==> src/rtl/epb_master.sv <==
// EPB bus initiator: turns one valid/ready request into a registered EPB cycle
// (setup, chip-select strobe until slave ready or timeout, hold) and returns a one-cycle response.
module epb_master #(
   parameter int unsigned SETUP_CYCLES = 1,
   parameter int unsigned HOLD_CYCLES  = 1,
   parameter int unsigned TIMEOUT_W    = 10
) (
   input  logic        clk,
   input  logic        rst_n,
   input  logic        req_valid,
   output logic        req_ready,
   input  logic        req_we,
   input  logic [22:0] req_addr,
   input  logic [5:0]  req_addr_gp,
   input  logic [1:0]  req_be_n,
   input  logic [15:0] req_wdata,
   output logic        rsp_valid,
   output logic [15:0] rsp_rdata,
   output logic        rsp_timeout,
   output logic        epb_cs_n,
   output logic        epb_r_w_n,
   output logic [1:0]  epb_be_n,
   output logic [22:0] epb_addr,
   output logic [5:0]  epb_addr_gp,
   output logic [15:0] epb_data_out,
   output logic        epb_data_oe_n,
   input  logic [15:0] epb_data_in,
   input  logic        epb_rdy
);

   typedef enum logic [1:0] {IDLE, SETUP, STROBE, HOLD} state_t;

   localparam logic [3:0] SETUP_LAST = 4'(SETUP_CYCLES - 1);
   localparam logic [3:0] HOLD_LAST  = 4'(HOLD_CYCLES - 1);

   state_t               state;
   logic [3:0]           phase_cnt;
   logic [TIMEOUT_W-1:0] tmo_cnt;

   always_ff @(posedge clk or negedge rst_n) begin
      if (!rst_n) begin
         state         <= IDLE;
         phase_cnt     <= '0;
         tmo_cnt       <= '0;
         req_ready     <= 1'b1;
         rsp_valid     <= 1'b0;
         rsp_rdata     <= '0;
         rsp_timeout   <= 1'b0;
         epb_cs_n      <= 1'b1;
         epb_r_w_n     <= 1'b1;
         epb_be_n      <= '1;
         epb_addr      <= '0;
         epb_addr_gp   <= '0;
         epb_data_out  <= '0;
         epb_data_oe_n <= 1'b1;
      end else begin
         rsp_valid <= 1'b0;
         case (state)
            IDLE: begin
               if (req_valid) begin
                  state       <= SETUP;
                  req_ready   <= 1'b0;
                  phase_cnt   <= SETUP_LAST;
                  epb_addr    <= req_addr;
                  epb_addr_gp <= req_addr_gp;
                  epb_be_n    <= req_be_n;
                  epb_r_w_n   <= ~req_we;
                  if (req_we) begin
                     epb_data_out  <= req_wdata;
                     epb_data_oe_n <= 1'b0;
                  end
               end
            end
            SETUP: begin
               if (phase_cnt == 4'd0) begin
                  state    <= STROBE;
                  epb_cs_n <= 1'b0;
                  tmo_cnt  <= '0;
               end else begin
                  phase_cnt <= phase_cnt - 4'd1;
               end
            end
            STROBE: begin
               // rdy takes priority over the terminal count
               if (epb_rdy) begin
                  if (epb_r_w_n) rsp_rdata <= epb_data_in;
                  rsp_timeout <= 1'b0;
                  state       <= HOLD;
                  epb_cs_n    <= 1'b1;
                  phase_cnt   <= HOLD_LAST;
               end else if (tmo_cnt == '1) begin
                  rsp_timeout <= 1'b1;
                  rsp_rdata   <= 16'hFFFF;
                  state       <= HOLD;
                  epb_cs_n    <= 1'b1;
                  phase_cnt   <= HOLD_LAST;
               end else begin
                  tmo_cnt <= tmo_cnt + 1'b1;
               end
            end
            HOLD: begin
               if (phase_cnt == 4'd0) begin
                  state         <= IDLE;
                  req_ready     <= 1'b1;
                  rsp_valid     <= 1'b1;
                  epb_data_oe_n <= 1'b1;
                  epb_r_w_n     <= 1'b1;
                  epb_be_n      <= '1;
               end else begin
                  phase_cnt <= phase_cnt - 4'd1;
               end
            end
            default: state <= IDLE;
         endcase
      end
   end

endmodule
==> config.mk <==
export PLATFORM = sky130hd
export DESIGN_NAME = epb_master
export DESIGN_NICKNAME = d
export VERILOG_FILES = /design/src/rtl/epb_master.sv
export SDC_FILE = /design/constraint.sdc
export NUM_CORES = 1
export LEC_CHECK = 0
export ABC_CLOCK_PERIOD_IN_PS = 2600
export CAP_MARGIN = 5
export CELL_PAD_IN_SITES_DETAIL_PLACEMENT = 0
export CELL_PAD_IN_SITES_GLOBAL_PLACEMENT = 1
export CORE_UTILIZATION = 35
export DETAILED_ROUTE_END_ITERATION = 7
export HOLD_SLACK_MARGIN = 0.15
export PLACE_DENSITY_LB_ADDON = 0.1
export SLEW_MARGIN = 20
export SYNTH_ARGS = -nofsm -noshare
export SYNTH_HDL_FRONTEND = slang
export SYNTH_SLANG_ARGS = --single-unit
==> constraint.sdc <==
create_clock -name clk -period 2.6 [get_ports clk]
set_input_delay 0.52 -clock clk [delete_from_list [all_inputs] [get_ports clk]]
set_output_delay 0.52 -clock clk [all_outputs]
set_load 0.005 [all_outputs]
* Word-level counts from Yosys, hierarchy flattened
Index checks and enable logic that the tools add are counted.
** Storage, ports and cells
- Bits in registers :: 85
- Output and inout port bits :: 69
- Word-level logic and storage cells :: 82
** Operators by class
- Add/subtract/negate cells :: 2
- Equal/unequal tests :: 13
- Multiplexer cells :: 36
- Bitwise logic cells :: 1
- Reduce and logical (&&, ||, !) cells :: 16
** Operator list (count)
- $mux 16 :: 3
- $mux 10 :: 3
- $pmux 10 s2 :: 1
- $mux 4 :: 4
- $ne 2x2->1 const B :: 8
- $reduce_and 3->1 :: 5
- $mux 2 :: 7
- $pmux 4 s3 :: 1
- $reduce_and 4->1 :: 3
- $mux 1 :: 11
- $add 10x1->10 const B :: 1
- $eq 10x10->1 const B :: 1
- $pmux 1 s2 :: 4
- $pmux 2 s4 :: 1
- $reduce_bool 2->1 :: 3
- $eq 2x2->1 const B :: 2
- $logic_not 4->1 :: 1
- $pmux 2 s2 :: 1
- $reduce_and 2->1 :: 2
- $sub 4x1->4 const B :: 1
- $ne 3x3->1 const B :: 1
- $eq 2x1->1 const B :: 1
- $logic_not 2->1 :: 1
- $reduce_or 2->1 :: 1
- $not 1->1 :: 1

* Depth between registers and ports, before layout
- Depth in word-level cells :: 4
- Gate-level depth with buffers :: 7

* Worst setup path after synthesis
OpenSTA, ideal clock, no wires.
- Path type :: reg-to-reg
- Start :: register state[0]
- End :: register tmo_cnt[6]
- Arrival time :: 1763 ps
- Data required time :: 2462 ps
- Path slack :: 699 ps
- Cell stages (with the launch flop) :: 8
- Clock period less this slack :: 1901 ps
- Cells stage by stage :: dfrtp_1 -> inv_1 -> ha_1 -> buf_4 -> inv_1 -> nor4_2 -> or2_2 -> o221ai_1
** Between the ends
- Cells in the longest elaborated chain, start to end :: 3
- Elaborated cells between the ends (all ways) :: 8
- Classes of those cells :: eq/ne: 5; mux: 1; reduce/logical: 2
** RTL lines
- from (decl) :: RTL line 36 : state_t state;
- from (signal assigned) :: RTL line 42 : state <= IDLE;
- from (signal assigned) :: RTL line 61 : state <= SETUP;
- from (signal assigned) :: RTL line 76 : state <= STROBE;
- $eq 2x2->1 or $eq 2x1->1 (tied branches) :: RTL line 58 : case (state)
- $ne 2x2->1 (no source line) or $reduce_bool 2->1 (tied branches)
- $reduce_and 4->1 (no source line)
- to (signal assigned) :: RTL line 98 : tmo_cnt <= tmo_cnt + 1'b1;
- to (decl) :: RTL line 38 : logic [TIMEOUT_W-1:0] tmo_cnt;
Parallel ways exist; a longest one is shown, timed or not.
A chain may end at the register's enable or synchronous reset.

* Worst setup path in the final report
- Start :: register epb_r_w_n
- End :: output port epb_r_w_n
** RTL lines
- from (decl) :: RTL line 21 : output logic epb_r_w_n,
- from (signal assigned) :: RTL line 67 : epb_r_w_n <= ~req_we;
No word-level cell between the ends.

==> metrics <==
status completed; CP peak stage delay 750 ps; Critical Path Start Type flop; share of post-route cells with drive strength above 1 0.1943; syn nets about 390; Bufs and invs on worst path 1; Core ar. around 0.010 mm^2; diode count 0; initial DRC count roughly 170; Die Height ~110 um; vias in the first global route 3094; setup_tns 0 ps; slowest CP cell dfstp_2; maximum vdd drop around 0.00056 V; Routability Congestion 0.7886; Net Sw Power 0.001895 W; final setup fails 0; CP Cell Sequence clkdlybuf4s50_1; largest net degree at the start of global routing 46; setup bufs post-CTS 0; area grow syn2layout 45.16%; Crit Path Category reg -> out; f_max around 460 MHz; Ys Warns 0; sequential power share 0.382; worst hold path type in -> async; Vias/cell 5.007; power per cell area 1083 mW/mm^2; most frequent cell after synthesis dfrtp_1; fin. max-slew vios 0; Residual DRC 0; Port Buf Inserts 136; First-pass DRT Iterations 5; CTS Hold Bufs 0; worst slew pin tran 613.2 ps; Top Family by Delay on Critical Path flip-flops; Worst slew margin 0.5912; H-Tree Depth 3; Total Wirelength 9108 um; clock power share 0.153; clock sink total 85; crit-path max FO 16; die area approximately 0.011 mm^2; Switching Share 0.3163; IO Pins 137; Final Hold Fails 0; crit share post-route 0.8426; maxcap violations 0; vias approximately 3000; Seq cells post-synth between 80 and 90; DRT antenna net count 0; Crit. End Element output port; post-CTS sizing 0; library cells used by synthesis 48; Synth area leader dfrtp_1; Post-synth EDFFs 0; initial antenna violation count 0; GRT Total Usage 0.1717; Top FF cell, synth dfrtp_1; DPL Wire Length approximately 6400 um; Synth top area share 0.5185; top post-synthesis cells by area dfrtp_1 52%, mux2_2 14%, dfstp_2 4.1%; Crit path required time roughly 2100 ps; Rows 37; clock root cell clkbuf_8; WP data arrival 1670 ps; Tmin final 2191 ps; clk slew on worst S/H paths 90 ps; Combinational Power Share 0.466; routed wire length per instance 15.33 um; worst reg2reg path depth 7; Mean Syn Cell Area 12.22 um^2; sequential element share of the synthesized area 0.5599; Worst Skew 8.157 ps; clk_lat worst skew about 360 ps; cell area after synthesis 0.003812 mm^2; leakage 2.383 nW; global-route wire length before repair 15010 um; Die X 106.4 um; Internal Power 0.004097 W; CTS tree built; maximum clock insertion buffer count 2; post-layout power ~0.006 W; TritonCTS buffer count 9; fraction of registers with async set/reset 1.000; total grt overflow 0; WP depth 1; RSZ-0062 raised after global routing no; list of most frequent post-synthesis cells 79 x dfrtp_1, 46 x mux2_2, 32 x nor2_1; Mapped Cells 312; Initial Util 0.3644; final net count 528
## state kept, by name, indices dropped and copies added, names as in the netlist
signal         flops
phase_cnt          4
epb_data_oe_n      1
epb_addr          23
tmo_cnt           10
rsp_rdata         16
state              2
epb_cs_n           1
epb_addr_gp        6
epb_data_out      16
rsp_timeout        1
epb_r_w_n          1
epb_be_n           2
req_ready          1
rsp_valid          1
## kinds of logic (layout without fill, tap and decap cells)
| logic type | count (synthesis) | in the layout | share of synthesized area |
|---|---|---|---|
| compound gates | 63 | 63 | 0.1231 |
| flops | 85 | 85 | 0.5599 |
| simple gates | 88 | 88 | 0.1303 |
| fa+ha+maj | 7 | 7 | 0.02297 |
| buf+inv | 22 | 168 | 0.02527 |
| mux | 47 | 47 | 0.1385 |
## path summary, 6_finish.rpt
kind                                           from                        to  slack (ps)
hold / removal                                rst_n    tmo_cnt[0]$_DFFE_PN0P_         170
min in group clk           rsp_rdata[5]$_DFFE_PN0P_  rsp_rdata[5]$_DFFE_PN0P_         490
setup reg to reg               state[0]$_DFFE_PN0P_    tmo_cnt[5]$_DFFE_PN0P_         430
hold reg to reg            rsp_rdata[5]$_DFFE_PN0P_  rsp_rdata[5]$_DFFE_PN0P_         490
max in group asynchronous                     rst_n   epb_be_n[1]$_DFFE_PN1P_        1740
setup / recovery              epb_r_w_n$_DFFE_PN1P_                 epb_r_w_n         410
## placed cells by master (no fill, tap or decap), types with 2 or more instances in the layout
cell type,instances
clkdlybuf4s50_1,135
dfrtp_1,79
mux2_2,46
nor2_1,32
nand3_1,17
a21oi_1,12
a211o_1,12
o21ai_0,10
inv_1,9
nand2_1,9
clkbuf_8,9
ha_1,7
buf_4,7
o22a_1,6
dfstp_2,6
o31ai_1,5
o211ai_1,4
nand2b_1,4
clkinv_2,4
and2_1,3
or2_2,3
nor3_1,3
nor2b_1,2
nand3b_1,2
a41oi_1,2
nand4_1,2
and3_1,2
o2bb2ai_1,2
o21a_1,2
## layout make-up
type                            instances  area [um^2]
Clock buffer                            9        123.9
Clock inverter                          7        66.31
Fill cell                             995         4928
Inverter                                9        33.78
Multi-Input combinational cell        205         1582
Sequential cell                        85         2135
Tap cell                              136        170.2
Timing Repair Buffer                  143         1424
## worst register-to-register path: stages (launching register included)
cell	delay, ps
dfrtp_1	420
inv_1	110
ha_1	430
inv_1	190
nor4_2	530
buf_4	230
o21ai_0	80
o211ai_1	100
## power by group through the flow
stage,logic (W),registers (W),clock network [W]
global placement,0.00280,0.00228,0
finish,0.00279,0.00229,0.000914
detailed placement,0.00282,0.00231,0
floorplan,0.00134,0.00231,0
global route,0.00305,0.00237,0.00102
CTS,0.00284,0.00229,0.000961
## per-stage QoR
| stage | util | cell area [um^2] | worst slack, ps | hold WS, ps | std cells |
|---|---|---|---|---|---|
| after floorplan | - | 3812 | 698.6 | 224.4 | 312 |
| after global placement | 0.5108 | 5344 | 436.5 | 467.9 | 578 |
| after detailed placement | 0.5108 | 5344 | 411.8 | 475.8 | 578 |
| after CTS | 0.5289 | 5534 | 378.5 | 169.9 | 594 |
| after global routing | 0.5289 | 5534 | 251.8 | 200.6 | 594 |
| final | 0.5289 | 5534 | 409.2 | 168.0 | 594 |
## metal layers
metal,vias to the layer above,global-route usage,share of wire
met5,-,0,0
met4,0,0.08333,0.016
met3,10,0.06315,0.092
met2,96,0.2621,0.47
met1,1458,0.2141,0.43
li1,1410,-,-
Power figures use the tool's default switching activity.
